$ cat src/rtl/bcd_count_n.sv
// ---------------------------------------------------------------------------
// bcd_count_n
//
// N-digit BCD up/down event counter for the board front panel. A free-running
// prescaler produces a count tick. The buttons edit a BCD preset (`data`),
// which can be loaded into the count and which also acts as the match target.
// A match caused by a tick sets a latch that drives a flashing LED.
//
// Build option:
//   BCD_COUNT_SATURATE_EN  - when defined, counting holds at all-9s (up) or
//                            all-0s (down) instead of wrapping around.
//
// Ports:
//   clk      in   1          single clock
//   reset    in   1          asynchronous, active-high
//   ent      in   1          count enable
//   up_down  in   1          0 = count up, 1 = count down
//   load     in   1          copy `data` into the count
//   en_bu    in   1          enables preset editing from `buttons`
//   buttons  in   DIGITS     active-low, bit i edits preset digit i
//   digits   out  4*DIGITS   current count (packed BCD, digit 0 in [3:0])
//   data     out  4*DIGITS   preset / match target (packed BCD)
//   hit      out  1          one-cycle pulse when a tick makes count == data
//   ledr     out  1          match latch AND flash phase
// ---------------------------------------------------------------------------
module bcd_count_n #(
   parameter int DIGITS    = 4,
   parameter int TICK_DIV  = 2700000,
   parameter int HOLD_CYC  = 3,
   parameter int FLASH_DIV = 9000000
) (
   input  logic                clk,
   input  logic                reset,
   input  logic                ent,
   input  logic                up_down,
   input  logic                load,
   input  logic                en_bu,
   input  logic [DIGITS-1:0]   buttons,
   output logic [4*DIGITS-1:0] digits,
   output logic [4*DIGITS-1:0] data,
   output logic                hit,
   output logic                ledr
);

   localparam int PRE_W   = $clog2(TICK_DIV);
   localparam int HOLD_W  = $clog2(HOLD_CYC + 1);
   localparam int FLASH_W = $clog2(FLASH_DIV + 1);

   localparam logic [PRE_W-1:0]   PRE_LAST   = PRE_W'(TICK_DIV - 1);
   localparam logic [HOLD_W-1:0]  HOLD_LAST  = HOLD_W'(HOLD_CYC);
   localparam logic [FLASH_W-1:0] FLASH_LAST = FLASH_W'(FLASH_DIV - 1);

   logic [PRE_W-1:0]              pre_q, pre_d;
   logic                          tick_q, tick_d;
   logic [4*DIGITS-1:0]           digits_q, digits_d;
   logic [4*DIGITS-1:0]           data_q, data_d;
   logic [DIGITS-1:0][HOLD_W-1:0] hold_q, hold_d;
   logic                          hit_q, hit_d;
   logic                          latch_q, latch_d;
   logic                          phase_q, phase_d;
   logic [FLASH_W-1:0]            flash_q, flash_d;
   logic                          ledr_q, ledr_d;

   logic [4*DIGITS-1:0]           step_val;
   logic                          all_nine, all_zero, at_limit;

   // Per-digit next-count and preset editor.
   for (genvar gi = 0; gi < DIGITS; gi++) begin : g_digit
      logic [3:0]        cur, step_next, dat, dat_next;
      logic [HOLD_W-1:0] hold_next;
      logic              lower_nine, lower_zero;

      assign cur = digits_q[4*gi +: 4];
      assign dat = data_q[4*gi +: 4];

      // Ripple carry/borrow: a digit moves only when every lower digit is at
      // the rollover value for the current direction.
      always_comb begin
         lower_nine = 1'b1;
         lower_zero = 1'b1;
         for (int k = 0; k < gi; k++) begin
            lower_nine = lower_nine & (digits_q[4*k +: 4] == 4'd9);
            lower_zero = lower_zero & (digits_q[4*k +: 4] == 4'd0);
         end
      end

      always_comb begin
         step_next = cur;
         if (!up_down) begin
            if (lower_nine) step_next = (cur == 4'd9) ? 4'd0 : cur + 4'd1;
         end else begin
            if (lower_zero) step_next = (cur == 4'd0) ? 4'd9 : cur - 4'd1;
         end
      end

      // Hold counter: one preset increment every HOLD_CYC+1 cycles of a held
      // (low) button; no carry between preset digits.
      always_comb begin
         hold_next = hold_q[gi];
         dat_next  = dat;
         if (!en_bu || buttons[gi]) begin
            hold_next = '0;
         end else if (hold_q[gi] == HOLD_LAST) begin
            hold_next = '0;
            dat_next  = (dat == 4'd9) ? 4'd0 : dat + 4'd1;
         end else begin
            hold_next = hold_q[gi] + 1'b1;
         end
      end

      assign step_val[4*gi +: 4] = step_next;
      assign data_d[4*gi +: 4]   = dat_next;
      assign hold_d[gi]          = hold_next;
   end

   always_comb begin
      all_nine = 1'b1;
      all_zero = 1'b1;
      for (int k = 0; k < DIGITS; k++) begin
         all_nine = all_nine & (digits_q[4*k +: 4] == 4'd9);
         all_zero = all_zero & (digits_q[4*k +: 4] == 4'd0);
      end
      at_limit = up_down ? all_zero : all_nine;
   end

   always_comb begin
      pre_d    = (pre_q == PRE_LAST) ? '0 : pre_q + 1'b1;
      tick_d   = (pre_q == PRE_LAST);
      digits_d = digits_q;
      hit_d    = 1'b0;
      latch_d  = latch_q;

      // Load uses the pre-edit preset (data_q), even if an edit lands now.
      if (load) begin
         digits_d = data_q;
         latch_d  = 1'b0;
      end else if (ent && tick_q) begin
`ifdef BCD_COUNT_SATURATE_EN
         if (!at_limit) begin
            digits_d = step_val;
            hit_d    = (step_val == data_q);
         end
`else
         digits_d = step_val;
         hit_d    = (step_val == data_q);
`endif
      end

      if (hit_d) latch_d = 1'b1;

      // Flash phase starts high on the edge the latch sets so the LED lights
      // immediately, then toggles every FLASH_DIV cycles.
      phase_d = phase_q;
      flash_d = flash_q;
      if (!latch_d) begin
         phase_d = 1'b0;
         flash_d = '0;
      end else if (!latch_q) begin
         phase_d = 1'b1;
         flash_d = '0;
      end else if (flash_q == FLASH_LAST) begin
         phase_d = ~phase_q;
         flash_d = '0;
      end else begin
         flash_d = flash_q + 1'b1;
      end

      ledr_d = latch_d & phase_d;
   end

   always_ff @(posedge clk or posedge reset) begin
      if (reset) begin
         pre_q    <= '0;
         tick_q   <= 1'b0;
         digits_q <= '0;
         data_q   <= '0;
         hold_q   <= '0;
         hit_q    <= 1'b0;
         latch_q  <= 1'b0;
         phase_q  <= 1'b0;
         flash_q  <= '0;
         ledr_q   <= 1'b0;
      end else begin
         pre_q    <= pre_d;
         tick_q   <= tick_d;
         digits_q <= digits_d;
         data_q   <= data_d;
         hold_q   <= hold_d;
         hit_q    <= hit_d;
         latch_q  <= latch_d;
         phase_q  <= phase_d;
         flash_q  <= flash_d;
         ledr_q   <= ledr_d;
      end
   end

   assign digits = digits_q;
   assign data   = data_q;
   assign hit    = hit_q;
   assign ledr   = ledr_q;

endmodule

$ cat config.mk
export PLATFORM = sky130hd
export DESIGN_NAME = bcd_count_n
export DESIGN_NICKNAME = d
export VERILOG_FILES = /design/src/rtl/bcd_count_n.sv
export SDC_FILE = /design/constraint.sdc
export NUM_CORES = 1
export LEC_CHECK = 0
export BUFFER_PORTS_ARGS = -buffer_cell sky130_fd_sc_hd__buf_2
export CAP_MARGIN = 10
export CORE_ASPECT_RATIO = 1.1
export CORE_MARGIN = 2
export CORE_UTILIZATION = 55
export DETAILED_ROUTE_END_ITERATION = 10
export HOLD_SLACK_MARGIN = 0.02
export PLACE_DENSITY = 0.78
export SYNTH_ARGS = -nofsm -noshare
export SYNTH_HDL_FRONTEND = slang
export SYNTH_SLANG_ARGS = --single-unit
$ cat constraint.sdc
create_clock -name clk -period 2.7 [get_ports clk]
set_clock_uncertainty 0.05 [all_clocks]
set_input_delay 0.405 -clock clk [delete_from_list [all_inputs] [get_ports clk]]
set_output_delay 0.405 -clock clk [all_outputs]
set_load 0.01 [all_outputs]
==> qor.yml <==
crit_chain: "ha_4 -> nand3b_1 -> buf_6 -> buf_6 -> nor3_4 -> buf_4 -> and2_1 -> mux4_2 -> xor2_2 -> nand4_1 -> nor4_2"
synth.most_common_cell: "dfrtp_1"
track_usage: 0.2477
die_h_um: 108.3
vias_per_cell: 6.062
cts_hold_buf: 0
ys.flop_type: "dfrtp_1"
synth_area_mm2: 0.005440
placed_cell_area_mm2: 0.005983
synth_top_area_frac: 0.4140
tightest_slew_ps: 760.9
clkTransAtPathRegs_ps: 100
async_flop_share: 1.000
die_w_um: 98.83
cpPeakStageDelay_ps: 510
yosysWarnings: 0
initial_core_util: 0.5582
yosys-top-cells-area: "dfrtp_1 (41%), xor2_1 (5.6%), nor2_1 (4.9%)"
synth_cells: 592
insertion_delay_ps: 370
status: "finished clean"
crit_top_cell: "buf_6"
criticalPathCategory: "register to register"
yosysUniqueCellTypes: 73
timing.fmax_mhz: 375.6
grt_max_degree: 61
busiest_layer: "met2"
crit_family: "simple AND/OR/NAND/NOR gates"
syn_to_final_growth_pct: 21.44
row_count: 38
cts_tree: "done"
core_region_area_mm2: 0.009747
drive_gt1_frac: 0.2526
gp_congestion: 0.9481
drt-initial-drc-count: 336
synth_top_cell_by_area: "dfrtp_1"
drc: 0
antenna_cells: 0
htreeDepth: 3
irDropWorstVdd_v: 0.0003179
synth-seq-cells: 90
yosysSeqAreaShare: 0.4140
leakage_nw: 2.979
finalNetCount: 704
boundaryPins: 44
cts_buffer_depth: 2
cap_violations: 0
cts_root_buf: "clkbuf_8"
wirelength_mm: 13.62
grt_util_met3: 0.04266
synth_edf_count: 0
cpMaxStageDelayCell: "mux4_2"
syn-num-nets: 620
powerDensity_mw_per_mm2: 420.6
cp_max_fo: 5
overflow: 0
fin_area_mm2: 0.006606
clkSinkCount: 90
yosys-top-cells-count: "dfrtp_1 (90), nor2_1 (71), nand2_1 (55)"
grt_pass1_vias: 4542
hold_viol_final: 0
final_max_slew_viol_count: 0
antenna_found_initial: 0
worst_ep_arrival_time_ps: 2890
use_met1: 0.3248
met2_usage: 0.4069
setup_viol: 0
slew_headroom: 0.4928
dr.pass1.iters: 4
required_ps: 2930
setup_tns_ps: 0
hold_class: "primary input to asynchronous set/reset pin"
critPathCaptureType: "register"
fin_crit_ps: 2662
grt_pass1_wl_mm: 21.23
fin_crit_sh: 0.9860
postRouteAntennaNets: 0
vias: 4856
die-area_mm2: 0.01070
wl_per_cell_um: 17.00
startpoint_type: "register"
critPathBufInv: 3
numCtsBuffers: 9
detailed_place_hpwl_mm: 9.352
port_buffers: 43
syn_area_per_cell_um2: 9.190
-- logic make-up after synthesis --
group / after synthesis / synth area share
compound gates: 103 / 0.1334
xor+xnor: 62 / 0.09982
fa+ha+maj: 18 / 0.04140
buf+inv: 41 / 0.03220
flops: 90 / 0.4140
mux: 7 / 0.01564
simple gates: 271 / 0.2636
-- worst register-to-register path, stage by stage (launching register included) --
cell and delay, ps:
dfrtp_2 470, ha_4 180, nand3b_1 130, buf_6 130, buf_6 110, nor3_4 40
buf_4 140, and2_1 150, mux4_2 510, xor2_2 220, nand4_1 140, nor4_2 300
-- flip-flops by register name (all words and copies together), names as in the netlist --
signal   count
ledr         1
hold_q       8
latch_q      1
pre_q       22
data        16
flash_q     24
digits      16
tick_q       1
hit          1
-- path summary, 6_finish.rpt --
check	start	endpoint	slack, ps	depth (start not counted)
worst max-delay path	digits[0]	hit	40	11
worst min-delay path	reset	hold_q[4]	90	3
worst max register to register	digits[0]	hit	40	11
worst min register to register	hold_q[2]	hold_q[2]	390	1
max in group asynchronous	reset	digits[0]	1830	3
min in group clk	buttons[2]	data[8]	310	4
-- report_power, final --
part	leakage, nW	switching, W	total, W	internal, W
clock	0.0766	0.000475	0.000811	0.000336
combinational	1.67	0.000296	0.000556	0.000260
sequential	1.23	0.0000398	0.00141	0.00137
total	2.98	0.000811	0.00278	0.00197
-- timing repair --
item                       in CTS  in global routing
setup buffers                   2                 16
setup endpoints to repair       2                  4
gates resized for setup         6                 58
pin swaps                       1                 23
-- cell usage in the layout, fill, tap and decap left out, types with 6 or more instances in the layout --
cell      instances
buf_4            47
buf_2            43
inv_1            12
a21oi_1          18
and3_1           11
dfrtp_1          86
nor2b_1          15
xnor2_1          27
ha_1             14
nor3b_1           6
nor2_1           71
and2_1            8
nand4_1          15
nand2_1          55
nor3_1           17
nand3_1          29
o21ai_0          25
xor2_1           33
a21o_1            8
clkbuf_8          9
-- layer usage --
metal | routed length (um) | vias to the layer above
met5 | 0 | -
met4 | 451 | 0
met3 | 680 | 44
met2 | 6839 | 156
met1 | 5647 | 2380
li1 | - | 2276
-- final cells by class --
type / instances / area (um^2)
multi-input combinational: 461 / 3319
clock buffer: 12 / 135.1
sequential: 90 / 2257
inverter: 18 / 71.32
clock inverter: 4 / 28.78
timing repair buffer: 96 / 644.4
fill: 716 / 3141
tap: 120 / 150.1
-- through the flow --
stage	hold slack [ps]	total power (W)	util	instances	setup WS, ps
final	91.38	0.002778	0.6778	801	37.84
after global routing	133.8	0.002899	0.6778	801	-89.59
after CTS	95.60	0.002669	0.6354	785	6.085
after detailed placement	377.7	0.001858	0.6139	767	-92.76
after global placement	371.6	0.001847	0.6139	767	25.52
after floorplan	363.9	0.001705	-	592	65.78
No activity file was read; power rests on OpenSTA's default activity.
